### src/rtl/inst_sram_axi_rd_bridge_if.sv
// Bus bundle for the instruction-fetch read bridge: SRAM-like side from IF plus AXI AR/R channels.
// The master modport is the bridge's view; slave is the view of IF and the AXI slave together.
interface inst_sram_axi_rd_bridge_if;
    logic        inst_sram_req;
    logic        inst_sram_wr;
    logic [1:0]  inst_sram_size;
    logic [3:0]  inst_sram_wstrb;
    logic [31:0] inst_sram_addr;
    logic [31:0] inst_sram_wdata;
    logic        inst_sram_addr_ok;
    logic        inst_sram_data_ok;
    logic [31:0] inst_sram_rdata;

    logic [3:0]  arid;
    logic [31:0] araddr;
    logic [7:0]  arlen;
    logic [2:0]  arsize;
    logic [1:0]  arburst;
    logic [1:0]  arlock;
    logic [3:0]  arcache;
    logic [2:0]  arprot;
    logic        arvalid;
    logic        arready;

    logic [3:0]  rid;
    logic [31:0] rdata;
    logic [1:0]  rresp;
    logic        rlast;
    logic        rvalid;
    logic        rready;

    modport master (
        input  inst_sram_req, inst_sram_wr, inst_sram_size, inst_sram_wstrb,
        input  inst_sram_addr, inst_sram_wdata,
        output inst_sram_addr_ok, inst_sram_data_ok, inst_sram_rdata,
        output arid, araddr, arlen, arsize, arburst, arlock, arcache, arprot, arvalid,
        input  arready,
        input  rid, rdata, rresp, rlast, rvalid,
        output rready
    );

    modport slave (
        output inst_sram_req, inst_sram_wr, inst_sram_size, inst_sram_wstrb,
        output inst_sram_addr, inst_sram_wdata,
        input  inst_sram_addr_ok, inst_sram_data_ok, inst_sram_rdata,
        input  arid, araddr, arlen, arsize, arburst, arlock, arcache, arprot, arvalid,
        output arready,
        output rid, rdata, rresp, rlast, rvalid,
        input  rready
    );
endinterface

### src/rtl/inst_sram_axi_rd_bridge.sv
// SRAM-like instruction fetch to single-beat AXI read bridge; in-order, up to MAX_OUTST reads in
// flight, AR held stable until ARREADY regardless of what IF does with its request.
module inst_sram_axi_rd_bridge #(
    parameter int unsigned MAX_OUTST = 2,
    parameter logic [3:0]  AXI_ID    = 4'd0
) (
    input logic                       clk,
    input logic                       reset,
    inst_sram_axi_rd_bridge_if.master bus
);

    localparam logic [1:0] MaxOutst = 2'(MAX_OUTST);

    typedef enum logic {ArIdle, ArBusy} ar_state_e;

    ar_state_e   state_q, state_d;
    logic [1:0]  cnt_q, cnt_d;
    logic [31:0] araddr_q, araddr_d;
    logic [1:0]  size_q, size_d;
    logic        accept;
    logic        r_hs;

    // Room check uses the registered count only, so a same-cycle return never frees a slot.
    assign accept = (state_q == ArIdle) & bus.inst_sram_req & ~bus.inst_sram_wr &
                    (cnt_q < MaxOutst);
    assign r_hs   = bus.rvalid & bus.rready;

    always_comb begin
        state_d  = state_q;
        araddr_d = araddr_q;
        size_d   = size_q;
        unique case (state_q)
            ArIdle: begin
                if (accept) begin
                    state_d  = ArBusy;
                    araddr_d = bus.inst_sram_addr;
                    size_d   = bus.inst_sram_size;
                end
            end
            ArBusy: begin
                if (bus.arready) state_d = ArIdle;
            end
            default: state_d = ArIdle;
        endcase
    end

    always_comb begin
        cnt_d = cnt_q;
        unique case ({accept, r_hs})
            2'b10:   cnt_d = cnt_q + 2'd1;
            2'b01:   cnt_d = cnt_q - 2'd1;
            default: cnt_d = cnt_q;
        endcase
    end

    always_ff @(posedge clk) begin
        if (reset) begin
            state_q  <= ArIdle;
            cnt_q    <= 2'd0;
            araddr_q <= 32'd0;
            size_q   <= 2'd0;
        end else begin
            state_q  <= state_d;
            cnt_q    <= cnt_d;
            araddr_q <= araddr_d;
            size_q   <= size_d;
        end
    end

    assign bus.inst_sram_addr_ok = accept;
    assign bus.inst_sram_data_ok = r_hs;
    assign bus.inst_sram_rdata   = bus.rdata;

    assign bus.arid    = AXI_ID;
    assign bus.araddr  = araddr_q;
    assign bus.arlen   = 8'd0;
    assign bus.arsize  = {1'b0, size_q};
    assign bus.arburst = 2'b01;
    assign bus.arlock  = 2'd0;
    assign bus.arcache = 4'd0;
    assign bus.arprot  = 3'd0;
    assign bus.arvalid = (state_q == ArBusy);
    // Beats arriving with nothing outstanding are left pending on the bus.
    assign bus.rready  = (cnt_q != 2'd0);

    // Write data, IDs and response status carry no information for an in-order read-only fetch.
    logic unused_inputs;
    assign unused_inputs = ^{bus.inst_sram_wstrb, bus.inst_sram_wdata, bus.rid, bus.rresp,
                             bus.rlast};

endmodule

### src/flat_wrapper.sv
// flat-port wrapper written by rule: the top's interface ports become plain ports
module inst_sram_axi_rd_bridge_flat 
#(
    parameter int unsigned MAX_OUTST = 2,
    parameter logic [3:0]  AXI_ID    = 4'd0
)
  (clk, reset, bus_inst_sram_req, bus_inst_sram_wr, bus_inst_sram_size, bus_inst_sram_wstrb, bus_inst_sram_addr, bus_inst_sram_wdata, bus_inst_sram_addr_ok, bus_inst_sram_data_ok, bus_inst_sram_rdata, bus_arid, bus_araddr, bus_arlen, bus_arsize, bus_arburst, bus_arlock, bus_arcache, bus_arprot, bus_arvalid, bus_arready, bus_rid, bus_rdata, bus_rresp, bus_rlast, bus_rvalid, bus_rready);
  inst_sram_axi_rd_bridge_if bus_i ();
  input logic clk;
  input logic reset;
  input wire logic [$bits(bus_i.inst_sram_req)-1:0] bus_inst_sram_req;
  input wire logic [$bits(bus_i.inst_sram_wr)-1:0] bus_inst_sram_wr;
  input wire logic [$bits(bus_i.inst_sram_size)-1:0] bus_inst_sram_size;
  input wire logic [$bits(bus_i.inst_sram_wstrb)-1:0] bus_inst_sram_wstrb;
  input wire logic [$bits(bus_i.inst_sram_addr)-1:0] bus_inst_sram_addr;
  input wire logic [$bits(bus_i.inst_sram_wdata)-1:0] bus_inst_sram_wdata;
  output wire logic [$bits(bus_i.inst_sram_addr_ok)-1:0] bus_inst_sram_addr_ok;
  output wire logic [$bits(bus_i.inst_sram_data_ok)-1:0] bus_inst_sram_data_ok;
  output wire logic [$bits(bus_i.inst_sram_rdata)-1:0] bus_inst_sram_rdata;
  output wire logic [$bits(bus_i.arid)-1:0] bus_arid;
  output wire logic [$bits(bus_i.araddr)-1:0] bus_araddr;
  output wire logic [$bits(bus_i.arlen)-1:0] bus_arlen;
  output wire logic [$bits(bus_i.arsize)-1:0] bus_arsize;
  output wire logic [$bits(bus_i.arburst)-1:0] bus_arburst;
  output wire logic [$bits(bus_i.arlock)-1:0] bus_arlock;
  output wire logic [$bits(bus_i.arcache)-1:0] bus_arcache;
  output wire logic [$bits(bus_i.arprot)-1:0] bus_arprot;
  output wire logic [$bits(bus_i.arvalid)-1:0] bus_arvalid;
  input wire logic [$bits(bus_i.arready)-1:0] bus_arready;
  input wire logic [$bits(bus_i.rid)-1:0] bus_rid;
  input wire logic [$bits(bus_i.rdata)-1:0] bus_rdata;
  input wire logic [$bits(bus_i.rresp)-1:0] bus_rresp;
  input wire logic [$bits(bus_i.rlast)-1:0] bus_rlast;
  input wire logic [$bits(bus_i.rvalid)-1:0] bus_rvalid;
  output wire logic [$bits(bus_i.rready)-1:0] bus_rready;
  assign bus_i.inst_sram_req = bus_inst_sram_req;
  assign bus_i.inst_sram_wr = bus_inst_sram_wr;
  assign bus_i.inst_sram_size = bus_inst_sram_size;
  assign bus_i.inst_sram_wstrb = bus_inst_sram_wstrb;
  assign bus_i.inst_sram_addr = bus_inst_sram_addr;
  assign bus_i.inst_sram_wdata = bus_inst_sram_wdata;
  assign bus_inst_sram_addr_ok = bus_i.inst_sram_addr_ok;
  assign bus_inst_sram_data_ok = bus_i.inst_sram_data_ok;
  assign bus_inst_sram_rdata = bus_i.inst_sram_rdata;
  assign bus_arid = bus_i.arid;
  assign bus_araddr = bus_i.araddr;
  assign bus_arlen = bus_i.arlen;
  assign bus_arsize = bus_i.arsize;
  assign bus_arburst = bus_i.arburst;
  assign bus_arlock = bus_i.arlock;
  assign bus_arcache = bus_i.arcache;
  assign bus_arprot = bus_i.arprot;
  assign bus_arvalid = bus_i.arvalid;
  assign bus_i.arready = bus_arready;
  assign bus_i.rid = bus_rid;
  assign bus_i.rdata = bus_rdata;
  assign bus_i.rresp = bus_rresp;
  assign bus_i.rlast = bus_rlast;
  assign bus_i.rvalid = bus_rvalid;
  assign bus_rready = bus_i.rready;
  inst_sram_axi_rd_bridge #(.MAX_OUTST(MAX_OUTST), .AXI_ID(AXI_ID)) u_core (.clk(clk), .reset(reset), .bus(bus_i));
endmodule
### config.mk
export PLATFORM = sky130hd
export DESIGN_NAME = inst_sram_axi_rd_bridge_flat
export DESIGN_NICKNAME = d
export VERILOG_FILES = /design/src/rtl/inst_sram_axi_rd_bridge_if.sv /design/src/rtl/inst_sram_axi_rd_bridge.sv /design/src/flat_wrapper.sv
export SDC_FILE = /design/constraint.sdc
export NUM_CORES = 1
export LEC_CHECK = 0
export ABC_AREA = 1
export ABC_CLOCK_PERIOD_IN_PS = 2900
export CAP_MARGIN = 20
export CORE_MARGIN = 2
export CORE_UTILIZATION = 32
export CTS_BUF_LIST = sky130_fd_sc_hd__clkbuf_8
export DETAILED_ROUTE_END_ITERATION = 8
export GPL_TIMING_DRIVEN = 0
export PLACE_DENSITY = 0.88
export SYNTH_ARGS = -nofsm -noshare
export SYNTH_HDL_FRONTEND = slang
export SYNTH_SLANG_ARGS = --single-unit
### constraint.sdc
create_clock -name clk -period 2.9 [get_ports clk]
set_input_delay 0.29 -clock clk [delete_from_list [all_inputs] [get_ports clk]]
set_output_delay 0.29 -clock clk [all_outputs]
set_load 0.02 [all_outputs]
# --- After elaboration in Yosys (flattened, before gate mapping) ---
# Index checks and enable logic that the tools add are counted.
totals:
  reg_bits: 37
  out_inout_bits: 94
classes:
  muxes: 4
  bitwise: 6
  reduce_logical: 3
  n_addsub: 2
  eq_ne: 2
  n_lt_le_gt_ge: 1
op_table:
  columns: ["cell", "count"]
  rows:
  - ["$and 1x1->1", 4]
  - ["$pmux 2 s2", 1]
  - ["$reduce_bool 2->1", 2]
  - ["$add 2x1->2 const B", 1]
  - ["$eq 2x1->1 const B", 1]
  - ["$eq 2x2->1 const B", 1]
  - ["$lt 2x2->1 const B", 1]
  - ["$mux 1", 2]
  - ["$not 1->1", 2]
  - ["$pmux 1 s2", 1]
  - ["$reduce_and 2->1", 1]
  - ["$sub 2x1->2 const B", 1]

# --- Longest topological paths before layout ---
# Gate-level depths: netlist of run 1.
depth:
  ltp_word: 6
  mapped_depth: 9

# --- Worst setup path before layout of run 1 ---
# No wires, ideal clock.
synth_path:
  kind: "register -> register"
  from: "register u_core.state_q, in the netlist u_core.bus.arvalid"
  to: "register u_core.cnt_q[1]"
  stages_incl_launch_ff: 9
  t_arrival_ps: 1290
  synth_period_minus_slack_ps: 1354
  n_path_buf: 0
  setup_time_ps: 64
  required_time_ps: 2836
  path_slack_ps: 1546
  cell_sequence: "dfxtp_1 > nor2_4 > nand2_2 > ha_1 > inv_1 > nand2_1 > nor2_1 > nor2_1 > nor2_1"
synth_between:
  elab_chain_len: 6
  word_cells_on_any_way: 8
  classes_between: "eq/ne (2); mux (1); bitwise (4); reduce/logical (1)"
synth_lines:
  columns: ["item", "line_no", "source"]
  rows:
  - ["start: declaration", "inst_sram_axi_rd_bridge.sv:16", "ar_state_e state_q, state_d;"]
  - ["start signal: assignment", "inst_sram_axi_rd_bridge.sv:58", "state_q <= ArIdle;"]
  - ["start signal: assignment", "inst_sram_axi_rd_bridge.sv:63", "state_q <= state_d;"]
  - ["$not 1->1 (no source line) (*)", null, null]
  - ["$and 1x1->1 (*) (3 in series)", "inst_sram_axi_rd_bridge.sv:24", "assign accept = (state_q == ArIdle) & bus.inst_sram_req & ~bus.inst_sram_wr &"]
  - ["$eq 2x1->1 / $eq 2x2->1 (equally long branches)", "inst_sram_axi_rd_bridge.sv:49", "unique case ({accept, r_hs})"]
  - ["$pmux 2 s2 / $reduce_bool 2->1 (equally long branches)", null, null]
  - ["end signal: assignment", "inst_sram_axi_rd_bridge.sv:64", "cnt_q <= cnt_d;"]
  - ["end: declaration", "inst_sram_axi_rd_bridge.sv:17", "logic [1:0] cnt_q, cnt_d;"]
# Mark *: on every way between the ends. The rest lies on a longest branch, timed or not.
# A chain may end at the register's enable or synchronous reset.

# --- Worst setup path after layout of run 1 ---
layout_path:
  from: "input port bus_inst_sram_req"
  to: "output port bus_inst_sram_addr_ok"
layout_between:
  elab_chain_len: 3
layout_lines:
  columns: ["item", "line_no", "source"]
  rows:
  - ["start: declaration", "flat_wrapper.sv:11", "input wire logic [$bits(bus_i.inst_sram_req)-1:0] bus_inst_sram_req;"]
  - ["$and 1x1->1 (3 in series)", "inst_sram_axi_rd_bridge.sv:24", null]
  - ["end: declaration", "flat_wrapper.sv:17", "output wire logic [$bits(bus_i.inst_sram_addr_ok)-1:0] bus_inst_sram_addr_ok;"]
# Every way passes these cells.

==> run metrics, run 1 <==
result of the run=completed; Switching Fraction=31.8%; antenna cells=0; HPWL after DPL=4.27 mm; Register-to-Register Setup Slack=1430 ps; number of violations reported at the end of detailed-routing iteration 0=66; Die Y-Extent=83.5 µm; cell at the root of the clock tree=clkbuf_8; Tightest Hold Check Type=flop to flop; library cells used by synthesis=20; horizontal die dimension=83.5 µm; effective utilization at floorplan=between 30% and 40%; synthesized instance count=approximately 270; number of vias in the routed layout=2049; synthesized-area fraction occupied by ao, oa, aoi and oai cells=1.11%; number of buffers added for setup after CTS=0; Via-to-Cell Ratio=4.25; proportion of layout cells with a drive suffix above 1=between 10% and 20%; final setup violation count=0; highest net fanout along the worst path=10; buffer levels on the longest clock path=2; # nets final=523; net switching component of the power=slightly below 0.5 mW; Sink Count=37; max frequency=435 MHz; DP Area=0.00329 mm²; multi-input gate area in the final layout=838 µm²; mean instance size in the synthesized netlist=approximately 7.5 µm²; initial antenna violation count=0; Inserted Clock Buffers=5; post-CTS clock slew at the launch and capture registers of the worst setup and hold paths=70 ps; remaining number of nets flagged by the antenna check after routing=0; largest stage delay on the critical path=approximately 620 ps; post-cts gate resize count=0; adder-cell share of the synthesized area=0.619%; Total Die Area=0.00697 mm²; final wirelength=5.41 mm; portion of total power attributed to sequential cells=38.7%; first element of the critical path=bus_inst_sram_req; fillcell total=582; cell mode on critical path=clkdlybuf4s50_1; number of I/O pins=between 200 and 250; Final period util=slightly below 80%; pin count of the biggest net entering global routing=11; routed length per placed instance=11.2 µm; Worst R2R Path Depth=7; maximum level of the CTS H-tree=2; sequential cell area in the final layout=about 740 µm²; area fraction in and, or, nand and nor cells after synthesis=35.3%; combinational group share of total power=37.7%; global-route wire length before repair=9.00 mm; slowest cell on the critical path=clkdlybuf4s50_1; number of max-cap violations=0; cell types with the largest area share after synthesis=dfxtp_1 (37%), buf_4 (21%), nor2_1 (13%); DRC violation count after routing=0; critical path start-end classification=input pin to output pin; Critical R2R Launch=u_core.cnt_q[1]; Clock Power Share=23.6%; std cell rows=28; GRT Overall Usage=15.6%; worst setup path end=bus_inst_sram_addr_ok; Std-Cell Core Area=~0.0060 mm²; xor/xnor cell area share of the yosys netlist=0%; growth of design area from synthesis to finish=67.0%; portion of synthesized cell area occupied by the leading cell type=36.7%; r2r endpoint=u_core.cnt_q[1]; vias in the first global route=2062; CP required=2610 ps; port buffer count=109; largest area contributor in the synthesized netlist=dfxtp_1; clk_skew=2.41 ps; peak supply drop=between 0.2 and 0.3 mV; Post-Syn Area=0.00202 mm²; routability-driven placement congestion ratio=just over 0.7; post-synthesis sequential area ratio=36.7%; standby leakage power=~1.5 nW; Hold Worst Slack=483 ps; Worst EP arrival=between 2000 and 2500 ps; cells along the critical path=clkdlybuf4s50_1 > inv_1 > nor2_4 > nand2_2 > inv_4 > buf_6 > clkdlybuf4s50_1; source-to-sink clock delay at the later pin of the worst-skew pair=around 280 ps; shortest clock period the worst path allows after layout=2300 ps; clock tree from TritonCTS=done; Power Dens Cells=449 mW/mm²; number of storage elements in the synthesis netlist=37; portion of netlist area occupied by mux cells=0%; Power Internal=between 1 and 1.5 mW; Slew Limit Fails=0; number of warning messages in the yosys log=0; first-pass iteration count of the detailed router=4; setup_tns=0 ps; main combinational cell family by area after synthesis=simple AND/OR/NAND/NOR gates; total overflow reported by the global router=0; unrepaired setup endpoints after global routing=false; hold buffers post-CTS=0; final number of hold-violating endpoints=0; crit path capture type=output pin; Critical Path Start Type=input pin; post-layout instance area=0.00337 mm²
==> cells in the mapped netlist (all sizes together) <==
cell and instances:
conb 2, dfxtp 37, nor2 74, o21ai 1, o21a 1, ha 1, buf 65, inv 6
clkinv 1, clkbuf 3, nand2 40, or2 1, nand4 1, nand3b 34, a21oi 2
==> cell type report <==
type	count	area share, %
sequential	37	22.0
tap	75	2.78
multi-input combinational	179	24.8
inverter	7	0.853
timing repair buffer	109	32.3
clock buffer	6	2.45
buffer	68	14.7
clock inverter	1	0.111
==> routing by layer <==
metal / up-vias / track usage, % / part of all wire (%)
met5: - / 0 / 0
met4: 0 / 4.84 / 1.6
met3: 8 / 5.93 / 11
met2: 116 / 28.0 / 48
met1: 900 / 17.0 / 40
li1: 1025 / - / -
==> sequential cells by signal (all words and copies together), names as in the netlist <==
name and flops:
u_core.bus.arvalid 1, u_core.cnt_q 2, u_core.size_q 2, u_core.bus.araddr 32
==> worst min-delay path by stage <==
stage	from	endpoint	slack [ps]	depth (start not counted)
2_1_floorplan	reset	u_core.bus.arvalid	360	1
3_3_place_gp	u_core.bus.araddr[8]	u_core.bus.araddr[8]	460	2
3_5_place_dp	u_core.bus.araddr[3]	u_core.bus.araddr[3]	470	2
4_1_cts	u_core.bus.araddr[18]	u_core.bus.araddr[18]	490	2
5_1_grt	u_core.bus.araddr[27]	u_core.bus.araddr[27]	500	2
6_report	u_core.bus.araddr[3]	u_core.bus.araddr[3]	480	2
==> cells by family (layout without fill, tap and decap cells) <==
family,count (synthesis),count (layout)
other,2,24
buffers and inverters,75,191
adders and majority gates,1,1
and+or+nand+nor,150,150
AOI/OAI and AO/OA,4,4
DFF,37,37
==> critical path, delay by kind of cell <==
kind	cells	cell delay (ps)
buffers and inverters	5	1420
AND/OR/NAND/NOR	2	300
==> stage by stage <==
step           power (mW)  utilization (%)  setup slack (ps)  std cells
4_1_cts              1.53             56.0               587        482
6_report             1.51             56.0               603        482
2_1_floorplan       0.934                -              1550        291
3_5_place_dp         1.17             54.6               586        475
3_3_place_gp         1.16             54.6               582        475
5_1_grt              1.61             56.0               502        482
==> layout by cell type (no fill, tap or decap) <==
cell             count
clkbuf_8             6
buf_2                6
or2_2                1
nor2_1              72
dfxtp_1             37
o21a_1               1
ha_1                 1
clkbuf_1             3
inv_1                6
conb_1              24
clkinv_1             1
a21oi_1              2
buf_6                3
nand2_1             39
nand3b_1            34
nand2_2              1
nor2_4               2
inv_4                1
clkdlybuf4s50_1    109
buf_4               56
nand4_1              1
o21ai_0              1
==> power by group through the flow <==
stage                     Combinational (mW)  Clock, mW  Sequential, mW
after detailed placement               0.572          0           0.599
after global placement                 0.562          0           0.596
after CTS                              0.574      0.370           0.588
after floorplan                        0.284          0           0.649
after global routing                   0.619      0.394           0.595
final                                  0.571      0.357           0.587
Power figures use the tool's default switching activity.
==> inputs of run 2 (changes only) <==
Settings changed: ABC_CLOCK_PERIOD_IN_PS 2900 to 2100, CORE_UTILIZATION 32 to 27, PLACE_DENSITY 0.88 to 0.79.
Clock period 2.9 ns to 2.1 ns, I/O delays scaled along.
==> run 2 against run 1 <==
Critical path type unchanged; utilization fell by 8.9 points; cell area is 1.3% higher; highest routed layer unchanged; sequential share of layout area decreased by 0.28 points; worst hold slack improved by 0.72 ps; clock skew up 2.5 ps.
==> run metrics, run 2 (synthesis results as in run 1) <==
final worst-path setup slack=243 ps (-360 ps); post-CTS clock slew at the launch and capture registers of the worst setup and hold paths=70 ps (about the same); clk_skew=4.94 ps (+2.54 ps); WHS Path Cells=2 (unchanged); result of the run=completed; Tightest Hold Check Type=flop to flop; hold buffers post-CTS=0 (unchanged); std cell rows=31 (+11%); post-cts gate resize count=1 (+1); remaining number of nets flagged by the antenna check after routing=0 (unchanged); Power Dens Cells=630 mW/mm² (+40%); routability-driven placement congestion ratio=0.685 (-5.1%); pin count of the biggest net entering global routing=12 (+1); cell at the root of the clock tree=clkbuf_8; horizontal die dimension=90.5 µm (+8.4%); commonest cells after routing, fill and taps aside=clkdlybuf4s50_1 (108), nor2_1 (72), buf_4 (56), nand2_1 (39), dfxtp_1 (37); standby leakage power=1.54 nW (+0.60%); buffer levels on the longest clock path=2 (unchanged); # nets final=523 (unchanged); source-to-sink clock delay at the later pin of the worst-skew pair=290 ps (about the same); Worst EP arrival=1650 ps (-360 ps); crit path capture type=output pin; effective utilization at floorplan=27.9% (-5.7 points); HPWL after DPL=4.37 mm (+2.3%); DRC violation count after routing=0 (unchanged); Die Y-Extent=90.5 µm (+8.4%); CP required=1890 ps (-720 ps); Hold Path End=u_core.bus.araddr[16]; setup_tns=0 ps (unchanged); Sink Count=37 (unchanged); Total Die Area=0.00819 mm² (+18%); number of max-cap violations=0 (unchanged); Worst R2R Path Depth=8 (+1); max frequency=539 MHz; final setup violation count=0 (unchanged); clock tree from TritonCTS=done; number of vias in the routed layout=2010 (-1.9%); growth of design area from synthesis to finish=69.2%; peak supply drop=0.315 mV (+23%); proportion of layout cells with a drive suffix above 1=19.1% (+0.44 points); vias in the first global route=1976 (-4.2%); number of violations reported at the end of detailed-routing iteration 0=44 (-33%); Hold Worst Slack=483 ps (+0.717 ps); initial antenna violation count=0 (unchanged); final number of hold-violating endpoints=0 (unchanged); final wirelength=5.56 mm (+2.7%); GRT Overall Usage=13.4% (-2.2 points); number of buffers added for setup after CTS=0 (unchanged); routed length per placed instance=11.0 µm (-2.4%); r2r endpoint=u_core.cnt_q[1]; Via-to-Cell Ratio=3.96 (-6.7%); Worst Hold Launch=u_core.bus.araddr[16]; Post-Place Cells=499 (+5.1%); total overflow reported by the global router=0 (unchanged); Register-to-Register Setup Slack=630 ps (-800 ps); post-route non-filler standard cell count=507 (+5.2%); global-route wire length before repair=8.96 mm (-0.38%); critical path start-end classification=input pin to output pin; Std-Cell Core Area=0.00725 mm² (+20%); unrepaired setup endpoints after global routing=false; antenna cells=0 (unchanged); commonest non-fill, non-tap cell in the layout=clkdlybuf4s50_1; shortest clock period the worst path allows after layout=around 1900 ps; post-place setup slack=-42.0 ps (-628 ps); Layout Utilization=47.1% (-8.9 points); Inserted Clock Buffers=5 (unchanged); first-pass iteration count of the detailed router=4 (unchanged); Slew Limit Fails=0 (unchanged); maximum level of the CTS H-tree=2 (unchanged); Critical Path Start Type=input pin; number of flip-flops under the largest register name=32 (unchanged); port buffer count=109 (unchanged); Final period util=88.4%; highest net fanout along the worst path=10 (unchanged); number of I/O pins=209 (unchanged); Critical R2R Launch=u_core.cnt_q[1]
## run 2: cell count changes in the layout (fill, tap and decap cells not counted)
cell             delta
clkinv_2            +1
dlygate4sd2_1       +1
clkbuf_8            +1
clkdlybuf4s50_1     -1
inv_1               -1
## run 2: worst max path at each step
stage                            endpoint                from  cells after the start
global route        bus_inst_sram_addr_ok     u_core.cnt_q[1]                      5
detailed placement  bus_inst_sram_addr_ok   bus_inst_sram_req                      7
floorplan                 u_core.cnt_q[1]  u_core.bus.arvalid                      8
finish              bus_inst_sram_addr_ok   bus_inst_sram_req                      7
CTS                 bus_inst_sram_addr_ok   bus_inst_sram_req                      7
global placement    bus_inst_sram_addr_ok   bus_inst_sram_req                      7
## run 2: metal layers
layer,track usage [%],vias to the layer above,routed length [µm]
li1,-,1026,-
met4,5.26,0,86
met5,0,-,0
met2,25.6,94,2900
met3,3.26,6,395
met1,14.0,884,2170
## run 2: area by class of cell
class                   count  area (µm²)
repair buffers            109        1090
plain buffers              68         495
clock buffers               7        96.3
multi-input cells         179         838
well taps                  99         124
fillers                   704        3830
flip-flops and latches     37         741
clock inverters             1        5.00
inverters                   7        28.8
## run 2: per-stage QoR
step	total power, mW	cell area [µm²]
3_5_place_dp	1.62	3320
2_1_floorplan	1.29	2100
4_1_cts	2.18	3420
6_report	2.15	3420
3_3_place_gp	1.60	3320
5_1_grt	2.28	3420
## run 2: report_power, final
part	switching, mW	internal [mW]	leakage (nW)
Clock	0.258	0.297	0.0542
Combinational	0.390	0.400	1.18
Sequential	0.0409	0.769	0.305
Total	0.688	1.47	1.54
## run 2: worst max-delay path, cell delays in order
cell and delay, ps:
clkdlybuf4s50_1 450, inv_1 60, nor2_4 190, nand2_2 120, inv_4 130, buf_6 150, dlygate4sd2_1 340
==> inputs of run 3 (changes only) <==
Settings changed: CORE_MARGIN 2 to 1, SLEW_MARGIN from default to 20.
==> run 3 against run 2 <==
Non-clock buffer count stayed put; critical path type unchanged; clock skew is 1.9 ps higher; sequential power hardly changed; largest power group unchanged.
==> run metrics, run 3 (synthesis results as in run 1) <==
result of the run=completed; post-CTS clock slew at the launch and capture registers of the worst setup and hold paths=80 ps (about the same); number of buffers added for setup after CTS=0 (unchanged); std cell rows=31 (unchanged); Slew Limit Fails=0 (unchanged); number of flip-flops under the largest register name=32 (unchanged); Final period util=90.7% (+2.2 points); number of vias in the routed layout=2012 (+0.10%); shortest clock period the worst path allows after layout=1900 ps (+47.1 ps); Inserted Clock Buffers=5 (unchanged); DRC violation count after routing=0 (unchanged); largest stage delay on the critical path=460 ps (about the same); proportion of layout cells with a drive suffix above 1=18.9% (-0.25 points); port buffer count=109 (unchanged); final number of hold-violating endpoints=0 (unchanged); post-cts gate resize count=1 (unchanged); crit path capture type=output pin; Std-Cell Core Area=0.00725 mm² (unchanged); horizontal die dimension=88.5 µm (-2.2%); CP required=1890 ps (about the same); Via-to-Cell Ratio=3.97 (about the same); source-to-sink clock delay at the later pin of the worst-skew pair=290 ps (about the same); effective utilization at floorplan=27.9% (unchanged); highest net fanout along the worst path=10 (unchanged); growth of design area from synthesis to finish=68.2%; number of I/O pins=209 (unchanged); Clock Power Share=23.3% (-2.4 points); critical path start-end classification=input pin to output pin; WHS Path Cells=2 (unchanged); total overflow reported by the global router=0 (unchanged); combinational group share of total power=37.8% (+1.2 points); vias in the first global route=1830 (-7.4%); clock tree from TritonCTS=done; max frequency=525 MHz (-2.5%); commonest cells after routing, fill and taps aside=clkdlybuf4s50_1 (108), nor2_1 (72), buf_4 (56), nand2_1 (39), dfxtp_1 (37); initial antenna violation count=0 (unchanged); total power=2.08 mW (-3.5%); final setup violation count=0 (unchanged); Register-to-Register Setup Slack=600 ps (-30 ps); pin count of the biggest net entering global routing=12 (unchanged); cells along the critical path=clkdlybuf4s50_1 > inv_1 > nor2_4 > nand2_2 > inv_4 > buf_6 > dlygate4sd2_1; slowest cell on the critical path=clkdlybuf4s50_1; remaining number of nets flagged by the antenna check after routing=0 (unchanged); cell at the root of the clock tree=clkbuf_8; Total Die Area=0.00783 mm² (-4.4%); global-route wire length before repair=7.92 mm (-12%); final wirelength=5.32 mm (-4.3%); first-pass iteration count of the detailed router=4 (unchanged); Power Dens Cells=612 mW/mm² (-2.9%); fillcell total=736 (+4.5%); buffer levels on the longest clock path=2 (unchanged); number of violations reported at the end of detailed-routing iteration 0=25 (-43%); Worst EP arrival=1690 ps (+40 ps); routed length per placed instance=10.5 µm (-4.3%); clk_skew=6.88 ps (+1.94 ps); portion of total power attributed to sequential cells=38.9% (+1.3 points); net switching component of the power=0.685 mW (-0.42%); peak supply drop=0.264 mV (-16%); maximum level of the CTS H-tree=2 (unchanged); multi-input gate area in the final layout=838 µm² (unchanged); Hold Worst Slack=484 ps (+0.886 ps); Sink Count=37 (unchanged); Critical Path Start Type=input pin; GRT Overall Usage=13.4% (-0.078 points); antenna cells=0 (unchanged); # nets final=523 (unchanged); commonest non-fill, non-tap cell in the layout=clkdlybuf4s50_1; Worst R2R Path Depth=8 (unchanged); Power Internal=1.39 mW (-4.9%); unrepaired setup endpoints after global routing=false; routability-driven placement congestion ratio=0.813 (+19%); Die Y-Extent=88.5 µm (-2.2%); standby leakage power=1.53 nW (-0.33%); hold buffers post-CTS=0 (unchanged); sequential cell area in the final layout=741 µm² (unchanged); number of max-cap violations=0 (unchanged); Switching Fraction=33.0% (+1.0 points); HPWL after DPL=4.19 mm (-4.1%); Tightest Hold Check Type=flop to flop
[run 3: final cells by class]
type,count,share of cell area [%]
Tap cell,99,3.64
Sequential cell,37,21.8
Clock inverter,3,0.405
Inverter,7,0.847
Clock buffer,5,2.02
Buffer,68,14.6
Timing Repair Buffer,109,32.1
Multi-Input combinational cell,179,24.7
[run 3: critical path, delay by kind of cell]
kind	cells	cell delay [ps]
simple gates	2	340
buf+inv	5	1140
[run 3: per-stage QoR]
step	utilization [%]	setup slack [ps]	instances	TNS, ps	area (µm²)
3_3_place_gp	45.7	-89.7	499	-89.7	3320
3_5_place_dp	45.7	-106	499	-106	3320
5_1_grt	46.9	58.1	507	0	3400
2_1_floorplan	-	746	291	0	2100
6_report	46.9	196	507	0	3400
4_1_cts	46.9	163	507	0	3400
[run 3: per-layer routing]
layer  share of wire, %  up-vias  global-route usage (%)
met5                  0        -                       0
met4                2.1        0                    6.01
met3                6.8       10                    2.99
met2                 49      102                    25.7
met1                 42      871                    13.7
li1                   -     1029                       -
[run 3: worst paths after layout]
kind / from / endpoint
worst max register to register: u_core.cnt_q[1] / u_core.cnt_q[1]
worst min register to register: u_core.bus.araddr[9] / u_core.bus.araddr[9]
worst min-delay path: u_core.bus.araddr[9] / u_core.bus.araddr[9]
worst max-delay path: bus_inst_sram_req / bus_inst_sram_addr_ok
[run 3: power by group through the flow]
stage	combinational, mW	clock, mW	sequential [mW]
2_1_floorplan	0.393	0	0.896
3_3_place_gp	0.778	0	0.823
3_5_place_dp	0.792	0	0.826
4_1_cts	0.793	0.507	0.809
5_1_grt	0.857	0.530	0.817
6_report	0.787	0.485	0.808
